## config.mk

```make
export PLATFORM = sky130hd
export DESIGN_NAME = tone_period_meter_flat
export DESIGN_NICKNAME = d
export VERILOG_FILES = /design/src/rtl/tone_period_meter_if.sv /design/src/rtl/tone_period_meter.sv /design/src/flat_wrapper.sv
export SDC_FILE = /design/constraint.sdc
export NUM_CORES = 1
export LEC_CHECK = 0
export CAP_MARGIN = 5
export CORE_MARGIN = 2
export CORE_UTILIZATION = 57
export DETAILED_ROUTE_END_ITERATION = 16
export PLACE_DENSITY = 0.77
export REMOVE_ABC_BUFFERS = 1
export SLEW_MARGIN = 10
export SYNTH_ARGS = -nofsm -noshare
export SYNTH_HDL_FRONTEND = slang
export SYNTH_SLANG_ARGS = --single-unit
```

## constraint.sdc

```tcl
create_clock -name clk -period 5.5 [get_ports clk]
set_clock_uncertainty 0.15 [all_clocks]
set_input_delay 1.1 -clock clk [delete_from_list [all_inputs] [get_ports clk]]
set_output_delay 1.1 -clock clk [all_outputs]
set_load 0.01 [all_outputs]
```

## src/rtl/tone_period_meter_if.sv

```systemverilog
// Tone period meter bus: square-wave input and clear in, measurement results out.
// Latency: none; pure signal grouping.
// Backpressure: none; results are level/pulse outputs with no ready.
interface tone_period_meter_if #(
    parameter int CNT_W = 28
);
    logic             sq_in;
    logic             clr;
    logic [CNT_W-1:0] half_period;
    logic             period_valid;
    logic             locked;
    logic             timeout;

    modport master (
        output sq_in,
        output clr,
        input  half_period,
        input  period_valid,
        input  locked,
        input  timeout
    );

    modport slave (
        input  sq_in,
        input  clr,
        output half_period,
        output period_valid,
        output locked,
        output timeout
    );
endinterface

```

## src/rtl/tone_period_meter.sv

```systemverilog
// Measures the interval between transitions of an asynchronous square wave, flags lock and timeout.
// Latency: edge seen 2 clk after sq_in changes; period_valid/half_period update 1 clk after that.
// Backpressure: none; period_valid is a one-cycle pulse that cannot be stalled.
module tone_period_meter #(
    parameter int CNT_W   = 28,
    parameter int TIMEOUT = 1000000,
    parameter int TOL     = 4
) (
    input  logic                   clk,
    input  logic                   rst_n,
    tone_period_meter_if.slave     bus
);
    localparam logic [CNT_W-1:0] CNT_MAX = CNT_W'(TIMEOUT - 1);
    localparam logic [CNT_W-1:0] TOL_LIM = CNT_W'(TOL);
    localparam logic [CNT_W-1:0] ONE     = CNT_W'(1);

    typedef enum logic [1:0] {
        IDLE  = 2'd0,
        ARMED = 2'd1,
        RUN   = 2'd2
    } state_t;

    state_t           state;
    logic             s1, s2, s3;
    logic             sq_edge;
    logic [CNT_W-1:0] cnt;
    logic [CNT_W-1:0] meas;
    logic [CNT_W-1:0] diff;
    logic [CNT_W-1:0] hp_q;
    logic             pv_q;
    logic             lock_q;
    logic             to_q;

    // Two-flop synchronizer plus one history flop; clr deliberately does not touch these.
    always_ff @(posedge clk or negedge rst_n) begin
        if (!rst_n) begin
            s1 <= 1'b0;
            s2 <= 1'b0;
            s3 <= 1'b0;
        end else begin
            s1 <= bus.sq_in;
            s2 <= s1;
            s3 <= s2;
        end
    end

    assign sq_edge = s2 ^ s3;

    // cnt counts cycles since the last edge, so the interval itself is one more than cnt.
    assign meas = cnt + ONE;

    // Absolute difference against the previous measurement, computed without wrap-around.
    always_comb begin
        diff = '0;
        if (meas >= hp_q) begin
            diff = meas - hp_q;
        end else begin
            diff = hp_q - meas;
        end
    end

    // Interval counter and IDLE/ARMED/RUN controller; clr beats edge, edge beats timeout.
    always_ff @(posedge clk or negedge rst_n) begin
        if (!rst_n) begin
            state  <= IDLE;
            cnt    <= '0;
            hp_q   <= '0;
            pv_q   <= 1'b0;
            lock_q <= 1'b0;
            to_q   <= 1'b0;
        end else begin
            pv_q <= 1'b0;
            if (bus.clr) begin
                state  <= IDLE;
                cnt    <= '0;
                hp_q   <= '0;
                lock_q <= 1'b0;
                to_q   <= 1'b0;
            end else begin
                if (sq_edge) begin
                    cnt <= '0;
                end else if (cnt != CNT_MAX) begin
                    cnt <= cnt + ONE;
                end

                case (state)
                    IDLE: begin
                        if (sq_edge) begin
                            state <= ARMED;
                        end
                    end
                    ARMED: begin
                        if (sq_edge) begin
                            hp_q   <= meas;
                            pv_q   <= 1'b1;
                            to_q   <= 1'b0;
                            lock_q <= 1'b0;
                            state  <= RUN;
                        end else if (cnt == CNT_MAX) begin
                            to_q   <= 1'b1;
                            lock_q <= 1'b0;
                            state  <= IDLE;
                        end
                    end
                    RUN: begin
                        if (sq_edge) begin
                            hp_q   <= meas;
                            pv_q   <= 1'b1;
                            lock_q <= (diff <= TOL_LIM);
                        end else if (cnt == CNT_MAX) begin
                            to_q   <= 1'b1;
                            lock_q <= 1'b0;
                            state  <= IDLE;
                        end
                    end
                    default: begin
                        state <= IDLE;
                    end
                endcase
            end
        end
    end

    assign bus.half_period  = hp_q;
    assign bus.period_valid = pv_q;
    assign bus.locked       = lock_q;
    assign bus.timeout      = to_q;

endmodule
```

## src/flat_wrapper.sv

```systemverilog
// flat-port wrapper written by rule: the top's interface ports become plain ports
module tone_period_meter_flat 
#(
    parameter int CNT_W   = 28,
    parameter int TIMEOUT = 1000000,
    parameter int TOL     = 4
)
  (clk, rst_n, bus_sq_in, bus_clr, bus_half_period, bus_period_valid, bus_locked, bus_timeout);
  tone_period_meter_if #(.CNT_W(CNT_W)) bus_i ();
  input  logic clk;
  input  logic rst_n;
  input wire logic [$bits(bus_i.sq_in)-1:0] bus_sq_in;
  input wire logic [$bits(bus_i.clr)-1:0] bus_clr;
  output wire logic [$bits(bus_i.half_period)-1:0] bus_half_period;
  output wire logic [$bits(bus_i.period_valid)-1:0] bus_period_valid;
  output wire logic [$bits(bus_i.locked)-1:0] bus_locked;
  output wire logic [$bits(bus_i.timeout)-1:0] bus_timeout;
  assign bus_i.sq_in = bus_sq_in;
  assign bus_i.clr = bus_clr;
  assign bus_half_period = bus_i.half_period;
  assign bus_period_valid = bus_i.period_valid;
  assign bus_locked = bus_i.locked;
  assign bus_timeout = bus_i.timeout;
  tone_period_meter #(.CNT_W(CNT_W), .TIMEOUT(TIMEOUT), .TOL(TOL)) u_core (.clk(clk), .rst_n(rst_n), .bus(bus_i));
endmodule
```

==> impl_metrics.tcl, run 1 <==
set metrics [dict create \
    fp.dieArea_um2 11300 \
    fin_nets 855 \
    avgRoutedWirePerCell_um 19.1 \
    critPathMaxFanout 8 \
    period_minus_slack_ps 5150 \
    antenna_found_initial 0 \
    cts_tree "done" \
    period_share 0.937 \
    vias 5776 \
    fin_area_um2 6630 \
    worstSkewPairLatency_ps 350 \
    core_um2 10200 \
    post_dp_cell_area_um2 6430 \
    arrival_ps 5270 \
    cts_inserted_buffers 9 \
    port_buffers 34 \
    first_pass_iters 5 \
    cap_violations 0 \
    finalSetupTns_ps 0 \
    clockBufferDepth 2 \
    synth_edf_count 0 \
    grt_pass1_wl_um 29000 \
    seq_area_frac_synth 0.269 \
    path_class "register to register" \
    cts_setup_buffers 0 \
    slew_headroom 0.464 \
    ys_ff_latch 64 \
    drt_iter0_drc 508 \
    end_kind "register" \
    yosys_warnings 0 \
    dp_hpwl_um 14000 \
    synth_ff_type "dfrtp_1" \
    path_clk_slew_ps 70 \
    min_path_type "register to register" \
    row_count 37 \
    ff2ff_setup_slack_ps 350 \
    final.setup.worst_slack_ps 349 \
    grt_max_degree 65 \
    die_width_um 106 \
    num_antenna_cells 0 \
    drc 0 \
    tightest_slew_ps 804 \
    routed_wl_um 17800 \
    grt_pass1_vias 5415 \
    syn_avg_cell_area_um2 7.83 \
    startpoint_type "register" \
    final_core_util 0.648 \
    cts_root_buffer "clkbuf_8" \
    ctsHoldBuffers 0 \
    layout.cells.non_filler 931 \
    overflow 0 \
    pin_count 35 \
    via_per_inst 6.20 \
    ir_drop_mv 0.252 \
    synthesis.area_um2 5960 \
    netlist_instances 762 \
    drive_gt1_frac 0.0742 \
    async_flop_share 1.00 \
    cts.sinks 64 \
    area_delta_synth_final_pct 11.2 \
    hold_viol 0 \
    synth.distinct_cells 63 \
    power_density_nw_per_um2 215 \
    drtAntennaViolNets 0 \
    max_freq_mhz 194 \
    place_congestion 0.979 \
    cp_data_required_time_ps 5620 \
    status "completed" \
    leakage_nw 3.21 \
    cts_resized 0 \
    setup_violations 0 \
    final_cell_mix "a21oi_1 (75), inv_1 (73), nor2_1 (70)" \
    htreeDepth 3 \
    drv_slew 0 \
    final_common_cell "a21oi_1" \
    start_util 0.583 \
    die_y_um 106 \
    dp.cells 916 \
    grt_use_total 0.328 \
    post-place-ws_ps 144 \
]
==> cells in the mapped netlist, drive strengths merged (2+ instances only) <==
cell     count  area, um2
inv         73        274
and3         8       50.1
o31ai        6       55.1
xor2        33        289
nand2       70        270
nand3       22        110
o31a         4       35.0
o211ai       8       65.1
and4         3       26.3
o21bai       7       52.6
and2         3       18.8
dfrtp       64       1600
nor3         9       56.3
nand2b       2       12.5
or2          4       25.0
a32oi        3       26.3
buf         18        118
nand4       20        131
nor2b        5       38.8
o21a         9       67.6
clkbuf      15       56.3
xnor2       27        236
mux2i        3       30.0
a211o        5       43.8
nor4         8       56.3
nor2        71        267
o221ai       3       26.3
a21oi       76        380
or4          3       22.5
nand3b       2       15.0
o2111ai      2       17.5
or3          5       31.3
a21o        19        143
nor3b        2       15.0
a211oi      10       95.1
o21ai       67        343
ha          60        751
a31oi        3       18.8
==> worst max-delay path: stages (launching register included) <==
cell      delay [ps]
dfrtp_1          460
ha_1             250
nand3_1          170
inv_1             90
nand3_1          170
nor2_1           330
inv_1            100
nor3_1           260
nand2_1          110
xor2_1           330
inv_1            100
ha_1             390
nand4_1          180
nor3_1            80
a21oi_1          170
o21ai_2          110
or2_2            320
or4_1            530
a32oi_1          210
xor2_1           200
o211ai_1         150
o31ai_2          190
==> area by class of cell <==
cell class | instances | area, um2
Multi-Input combinational cell | 592 | 3940
Fill cell | 921 | 3600
Sequential cell | 64 | 1600
Timing Repair Buffer | 51 | 463
Inverter | 73 | 274
Tap cell | 136 | 170
Clock buffer | 9 | 124
Clock inverter | 6 | 61.3
==> power by group <==
| part | internal, mW | switching, mW |
|---|---|---|
| combinational | 0.209 | 0.327 |
| sequential | 0.483 | 0.0131 |
| clock | 0.205 | 0.188 |
| total | 0.896 | 0.528 |
==> stage by stage <==
stage / power, mW / hold slack, ps
2_1_floorplan: 0.871 / 181
3_3_place_gp: 1.01 / 195
3_5_place_dp: 1.02 / 199
4_1_cts: 1.41 / 223
5_1_grt: 1.49 / 236
6_report: 1.42 / 221
==> kinds of logic after synthesis <==
kind of cell	after synthesis	synth area share
AOI/OAI and AO/OA	229	0.241
xor gates and xnor gates	60	0.0881
adders and majority gates	60	0.126
buffers and inverters	106	0.0751
DFF	64	0.269
muxes	3	0.00504
and+or+nand+nor	240	0.196
==> state kept, by name, indices dropped and copies added, names as in the netlist <==
name and cells:
u_core.bus.half_period 28, u_core.bus.locked 1, u_core.bus.period_valid 1, u_core.bus.timeout 1, u_core.cnt 28, u_core.s1 1
u_core.s2 1, u_core.s3 1, u_core.state 2
==> layer usage <==
layer | wire length [um] | vias to the layer above | GRT usage
met3 | 1520 | 27 | 0.0558
li1 | - | 2721 | -
met5 | 0 | - | 0
met4 | 244 | 0 | 0.0808
met2 | 7960 | 243 | 0.499
met1 | 8100 | 2785 | 0.484
==> final timing paths <==
kind | to | start | cells after the start
setup / recovery | u_core.bus.locked | u_core.cnt[0] | 21
hold / removal | u_core.s2 | u_core.s1 | 0
setup reg to reg | u_core.bus.locked | u_core.cnt[0] | 21
hold reg to reg | u_core.s2 | u_core.s1 | 0
max in group asynchronous | u_core.bus.half_period[20] | rst_n | 2
min in group asynchronous | u_core.bus.half_period[4] | rst_n | 2
Power figures use the tool's default switching activity.
==> run 2: changes to the inputs <==
--- a/config.mk
+++ b/config.mk
@@ -11,7 +11,7 @@
 export DETAILED_ROUTE_END_ITERATION = 16
 export PLACE_DENSITY = 0.77
 export REMOVE_ABC_BUFFERS = 1
-export SLEW_MARGIN = 10
+export SLEW_MARGIN = 25
 export SYNTH_ARGS = -nofsm -noshare
 export SYNTH_HDL_FRONTEND = slang
 export SYNTH_SLANG_ARGS = --single-unit
==> constraint.sdc (replaced) <==
create_clock -name clk -period 5.5 [get_ports clk]
set_clock_uncertainty 0.15 [all_clocks]
set_input_delay 1.375 -clock clk [delete_from_list [all_inputs] [get_ports clk]]
set_output_delay 1.375 -clock clk [all_outputs]
set_load 0.01 [all_outputs]
==> results of run 2 <==
The final DEF is identical to that of run 1. Status: completed.
==> run 3: changes to the inputs <==
--- a/config.mk
+++ b/config.mk
@@ -8,10 +8,11 @@
 export CAP_MARGIN = 5
 export CORE_MARGIN = 2
 export CORE_UTILIZATION = 57
+export CTS_BUF_LIST = sky130_fd_sc_hd__clkbuf_8
 export DETAILED_ROUTE_END_ITERATION = 16
 export PLACE_DENSITY = 0.77
 export REMOVE_ABC_BUFFERS = 1
-export SLEW_MARGIN = 25
+export SLEW_MARGIN = 10
 export SYNTH_ARGS = -nofsm -noshare
 export SYNTH_HDL_FRONTEND = slang
 export SYNTH_SLANG_ARGS = --single-unit
==> results of run 3 <==
The final DEF is identical to that of run 1. Status: completed.
